**src/rtl/decode_stage.sv**
```systemverilog
// RV32I decode stage: hands rs1/rs2 to a registered-read register file, waits out its latency,
// and issues a decoded bundle to execute while a busy scoreboard blocks reads of pending writes.
module decode_stage #(
    parameter int DATA_W = 32,
    parameter int REG_AW = 5
) (
    input  logic              clk,
    input  logic              rst_n,
    input  logic              in_valid,
    output logic              in_ready,
    input  logic [31:0]       in_instr,
    input  logic [DATA_W-1:0] in_pc,
    output logic [REG_AW-1:0] rf_a1,
    output logic [REG_AW-1:0] rf_a2,
    input  logic [DATA_W-1:0] rf_rd1,
    input  logic [DATA_W-1:0] rf_rd2,
    input  logic              wb_valid,
    input  logic [REG_AW-1:0] wb_rd,
    output logic              out_valid,
    input  logic              out_ready,
    output logic [DATA_W-1:0] out_rs1_val,
    output logic [DATA_W-1:0] out_rs2_val,
    output logic [DATA_W-1:0] out_imm,
    output logic [DATA_W-1:0] out_pc,
    output logic [REG_AW-1:0] out_rd,
    output logic [6:0]        out_opcode,
    output logic [2:0]        out_funct3,
    output logic [6:0]        out_funct7,
    output logic              out_we,
    output logic              out_illegal
);

    // state | meaning
    // IDLE  | ready for a new instruction
    // CHECK | addresses on rf_a1/rf_a2, waiting for sources to be non-busy
    // READ  | register file data valid this cycle
    // OUT   | bundle presented to execute, held until out_ready
    typedef enum logic [1:0] {IDLE, CHECK, READ, OUT} state_t;

    state_t                  state;
    logic [31:0]             instr_q;
    logic [DATA_W-1:0]       pc_q;
    logic [2**REG_AW-1:0]    busy;
    logic [2**REG_AW-1:0]    busy_next;
    logic [REG_AW-1:0]       rs1, rs2, rd;
    logic [6:0]              opcode;
    logic                    uses_rs1, uses_rs2, we_dec, illegal, rd_we, hazard;
    logic signed [31:0]      imm32;

    assign opcode = instr_q[6:0];
    assign rs1    = instr_q[15 +: REG_AW];
    assign rs2    = instr_q[20 +: REG_AW];
    assign rd     = instr_q[7 +: REG_AW];

    assign in_ready = rst_n && (state == IDLE);
    assign rf_a1    = (state == IDLE) ? '0 : rs1;
    assign rf_a2    = (state == IDLE) ? '0 : rs2;

    always_comb begin
        uses_rs1 = 1'b0;
        uses_rs2 = 1'b0;
        we_dec   = 1'b0;
        illegal  = 1'b0;
        imm32    = '0;
        case (opcode)
            7'b0110011: begin
                uses_rs1 = 1'b1; uses_rs2 = 1'b1; we_dec = 1'b1;
            end
            7'b0010011, 7'b0000011, 7'b1100111: begin
                uses_rs1 = 1'b1; we_dec = 1'b1;
                imm32 = {{20{instr_q[31]}}, instr_q[31:20]};
            end
            7'b0100011: begin
                uses_rs1 = 1'b1; uses_rs2 = 1'b1;
                imm32 = {{20{instr_q[31]}}, instr_q[31:25], instr_q[11:7]};
            end
            7'b1100011: begin
                uses_rs1 = 1'b1; uses_rs2 = 1'b1;
                imm32 = {{19{instr_q[31]}}, instr_q[31], instr_q[7], instr_q[30:25],
                         instr_q[11:8], 1'b0};
            end
            7'b1101111: begin
                we_dec = 1'b1;
                imm32 = {{11{instr_q[31]}}, instr_q[31], instr_q[19:12], instr_q[20],
                         instr_q[30:21], 1'b0};
            end
            7'b0110111, 7'b0010111: begin
                we_dec = 1'b1;
                imm32 = {instr_q[31:12], 12'b0};
            end
            default: illegal = 1'b1;
        endcase
    end

    assign rd_we  = we_dec && (rd != '0);
    assign hazard = (uses_rs1 && busy[rs1]) || (uses_rs2 && busy[rs2]);

    // Set is applied after clear so a same-edge retire cannot drop a freshly issued write.
    always_comb begin
        busy_next = busy;
        if (wb_valid && (wb_rd != '0)) busy_next[wb_rd] = 1'b0;
        if ((state == READ) && rd_we)  busy_next[rd]    = 1'b1;
        busy_next[0] = 1'b0;
    end

    always_ff @(posedge clk) begin
        if (!rst_n) begin
            state       <= IDLE;
            busy        <= '0;
            instr_q     <= '0;
            pc_q        <= '0;
            out_valid   <= 1'b0;
            out_rs1_val <= '0;
            out_rs2_val <= '0;
            out_imm     <= '0;
            out_pc      <= '0;
            out_rd      <= '0;
            out_opcode  <= '0;
            out_funct3  <= '0;
            out_funct7  <= '0;
            out_we      <= 1'b0;
            out_illegal <= 1'b0;
        end else begin
            busy <= busy_next;
            case (state)
                IDLE: begin
                    if (in_valid) begin
                        instr_q <= in_instr;
                        pc_q    <= in_pc;
                        state   <= CHECK;
                    end
                end
                CHECK: begin
                    if (!hazard) state <= READ;
                end
                READ: begin
                    out_valid   <= 1'b1;
                    out_rs1_val <= uses_rs1 ? rf_rd1 : '0;
                    out_rs2_val <= uses_rs2 ? rf_rd2 : '0;
                    out_imm     <= DATA_W'(imm32);
                    out_pc      <= pc_q;
                    out_rd      <= rd;
                    out_opcode  <= opcode;
                    out_funct3  <= instr_q[14:12];
                    out_funct7  <= instr_q[31:25];
                    out_we      <= rd_we;
                    out_illegal <= illegal;
                    state       <= OUT;
                end
                OUT: begin
                    if (out_ready) begin
                        out_valid <= 1'b0;
                        state     <= IDLE;
                    end
                end
                default: state <= IDLE;
            endcase
        end
    end

endmodule

```
**config.mk**
```make
export PLATFORM = sky130hd
export DESIGN_NAME = decode_stage
export DESIGN_NICKNAME = d
export VERILOG_FILES = /design/src/rtl/decode_stage.sv
export SDC_FILE = /design/constraint.sdc
export NUM_CORES = 1
export LEC_CHECK = 0
export ABC_AREA = 1
export CAP_MARGIN = 5
export CORE_AREA = 4 4 144 160
export CTS_CLUSTER_SIZE = 20
export DETAILED_ROUTE_END_ITERATION = 10
export DIE_AREA = 0 0 148 164
export GPL_TIMING_DRIVEN = 1
export HOLD_SLACK_MARGIN = 0.03
export PLACE_DENSITY = 0.88
export SYNTH_ARGS = -nofsm -noshare
export SYNTH_HDL_FRONTEND = slang
export SYNTH_SLANG_ARGS = --single-unit
```
**constraint.sdc**
```tcl
create_clock -name clk -period 2.1 [get_ports clk]
set_clock_uncertainty 0.1 [all_clocks]
set_input_delay 0.63 -clock clk [delete_from_list [all_inputs] [get_ports clk]]
set_output_delay 0.63 -clock clk [all_outputs]
set_load 0.05 [all_outputs]
```
==> impl_metrics.env <==
export IMPL_clk_latency_ns=0.52
export IMPL_cpPeakStageDelay_ns=0.33
export IMPL_critPathCaptureType="output port"
export IMPL_routed_wl_met2_mm=16.3
export IMPL_synth_top_area_share_pct=50.2
export IMPL_holdPathEnd="out_imm[23]"
export IMPL_layout_drive_gt1_share_pct=17.1
export IMPL_clk_pin_slew_worst_paths_ns=0.06
export IMPL_routedWlPerCell_um=17.2
export IMPL_yosysTopAreaCell="dfxtp_1"
export IMPL_min_path_cells=2
export IMPL_critPathSlowestCell="dfxtp_2"
export IMPL_fin_cells=1933
export IMPL_drt_iter0_drc=760
export IMPL_required_ns=1.37
export IMPL_grt_overflow_total=0
export IMPL_die_x_um=148
export IMPL_period_share_pct=108
export IMPL_finalHoldViolCount=0
export IMPL_reg2reg_to="busy[25]"
export IMPL_syn_area_um2=9980
export IMPL_die_area_um2=24300
export IMPL_dp_cells=1884
export IMPL_r2r_cells=10
export IMPL_ys_seq_elements=250
export IMPL_timing_worst_setup_path_type="flip-flop to output port"
export IMPL_root_buffer="clkbuf_16"
export IMPL_die_y_um=164
export IMPL_tightest_slew_ns=0.644
export IMPL_postRouteAntennaNets=0
export IMPL_cp_max_fo=3
export IMPL_start_util_pct=46.8
export IMPL_drt_pass1_iterations=5
export IMPL_start_kind="flip-flop"
export IMPL_via_per_inst=5.43
export IMPL_gp_congestion=0.960
export IMPL_final_cell_mix="dfxtp_1, nand2_1, o21ai_0"
export IMPL_ys_types=29
export IMPL_vias=10502
export IMPL_grt_pass1_vias=10124
export IMPL_slew_viol_final=0
export IMPL_post_synth_inst_count=1358
export IMPL_hold_class="flip-flop to flip-flop"
export IMPL_pwr_density_cell_nw_per_um2=1380
export IMPL_min_from="out_imm[23]"
export IMPL_area_growth_pct=40.5
export IMPL_grtUsageTotal_pct=26.1
export IMPL_antenna_found_initial=0
export IMPL_nets=1769
export IMPL_p_leak_nw=5.59
export IMPL_cts_sinks=250
export IMPL_placed_cell_area_um2=13100
export IMPL_status="finished with violations"
export IMPL_final_common_cell="dfxtp_1"
export IMPL_cts_buffers=26
export IMPL_setup_viol=11
export IMPL_seq_area_frac_synth_pct=50.2
export IMPL_fill_cells=1772
export IMPL_slew_headroom_pct=56.8
export IMPL_fmax_ghz=0.440
export IMPL_reg2reg_from="instr_q[1]"
export IMPL_drc=0
export IMPL_rsz0062_at_grt="yes"
export IMPL_cts_tree="yes"
export IMPL_ff2ff_setup_slack_ns=0.16
export IMPL_core_um2=21300
export IMPL_crit_arrival_ns=1.54
export IMPL_rows=56
export IMPL_cts_buffer_depth=3
export IMPL_ios=302
export IMPL_totalWireLength_mm=33.2
export IMPL_wl_met3_mm=3.27
export IMPL_crit_chain="inv_2 -> ha_4 -> buf_6 -> nand2_4 -> clkinvlp_4 -> buf_12"
export IMPL_port_buffers=301
export IMPL_cts_hold_buf=0
export IMPL_synthTopCellsByArea="dfxtp_1, o21ai_0, nand2_1"
export IMPL_min_period_ns=2.27
export IMPL_holdWs_ns=0.364
export IMPL_grt_max_degree=130
export IMPL_syn_avg_cell_area_um2=7.35
export IMPL_design_area_um2=14000
export IMPL_violations="setup timing"
export IMPL_wl_met1_mm=12.2
export IMPL_top_layer="met4"
export IMPL_htree_levels=1
export IMPL_fin_ws_ns=-0.172
export IMPL_grt_pass1_wl_mm=51.9
export IMPL_worst_ir_drop_vdd_mv=1.07
export IMPL_syn_nets=1500
export IMPL_utilization_pct=65.8
export IMPL_dpl_hpwl_mm=23.1
export IMPL_yosysWarnings=0
export IMPL_max_cap_violations=0
-- critical path, delay by kind of cell (launching register included) --
family                   cells  cell delay [ns]
adder cells (fa/ha/maj)      1             0.19
flip-flops                   1             0.33
AND/OR/NAND/NOR              1             0.06
buffers and inverters        4             0.43
-- layer usage --
layer | GRT usage [%] | up-vias
met5 | 0 | -
met4 | 9.91 | 0
met3 | 7.48 | 108
met2 | 45.6 | 529
met1 | 30.4 | 4839
li1 | - | 5026
-- area by class of cell --
cell class	instances	area, µm²	area share [%]
sequential	250	5010	35.7
clock inverter	4	31.3	0.223
timing repair buffer	334	3150	22.4
inverter	72	274	1.95
tap	290	363	2.59
antenna	1	2.50	0.0178
multi-input combinational	943	4460	31.8
clock buffer	39	739	5.27
-- synthesized netlist by cell type, drive strengths merged --
library cell	number
nand4	1
clkinv	1
nand3	75
o311ai	1
a31o	1
a21oi	182
nor2	174
o22ai	5
inv	71
buf	22
clkbuf	71
a211oi	1
a22oi	2
dfxtp	250
nor3	15
nand2	252
ha	4
o21ai	230
-- power by group --
group / internal, W / switching (W) / total [W]
Sequential: 0.00586 / 0.000659 / 0.00651
Clock: 0.00241 / 0.00185 / 0.00426
Combinational: 0.00267 / 0.00594 / 0.00861
-- worst max-delay path by stage --
stage                   from          end  slack, ns  cells after the start
finish              state[0]     in_ready      -0.17                      6
global route        state[1]     in_ready      -0.23                      6
floorplan           state[0]     rf_a1[0]      -0.16                      4
detailed placement  in_valid     pc_q[19]      -0.11                      5
CTS                 state[0]     in_ready      -0.19                      6
global placement    in_valid  instr_q[26]      -0.05                      5
-- state kept, by name, indices dropped and copies added (netlist names) --
signal and count:
instr_q 32, out_imm 32, out_pc 32, out_rs1_val 32, out_rs2_val 32, pc_q 32
busy 31, out_funct7 7, out_opcode 7, out_rd 5, out_funct3 3, state 2
out_illegal 1, out_valid 1, out_we 1
-- stage by stage --
step / power [W] / TNS [ns] / setup slack [ns]
global route: 0.0203 / -2.12 / -0.232
global placement: 0.0146 / -0.792 / -0.0480
finish: 0.0194 / -1.46 / -0.172
floorplan: 0.0118 / -1.61 / -0.161
detailed placement: 0.0148 / -2.03 / -0.108
CTS: 0.0194 / -1.63 / -0.190
-- cells by family after synthesis --
logic type / Yosys count / share of synthesized area, %
and+or+nand+nor: 517 / 21.3
AOI/OAI and AO/OA: 422 / 21.5
buffers and inverters: 165 / 6.48
DFF: 250 / 50.2
adders and majority gates: 4 / 0.502
-- timing repair --
item                                    CTS  global route
setup buffers                             2             2
gates resized for setup                  31             4
pin swaps                                11             3
endpoints found under the hold margin     0             0
gates cloned                              1             0
endpoints found under the setup margin   11            23
(Power assumes the default switching activity.)
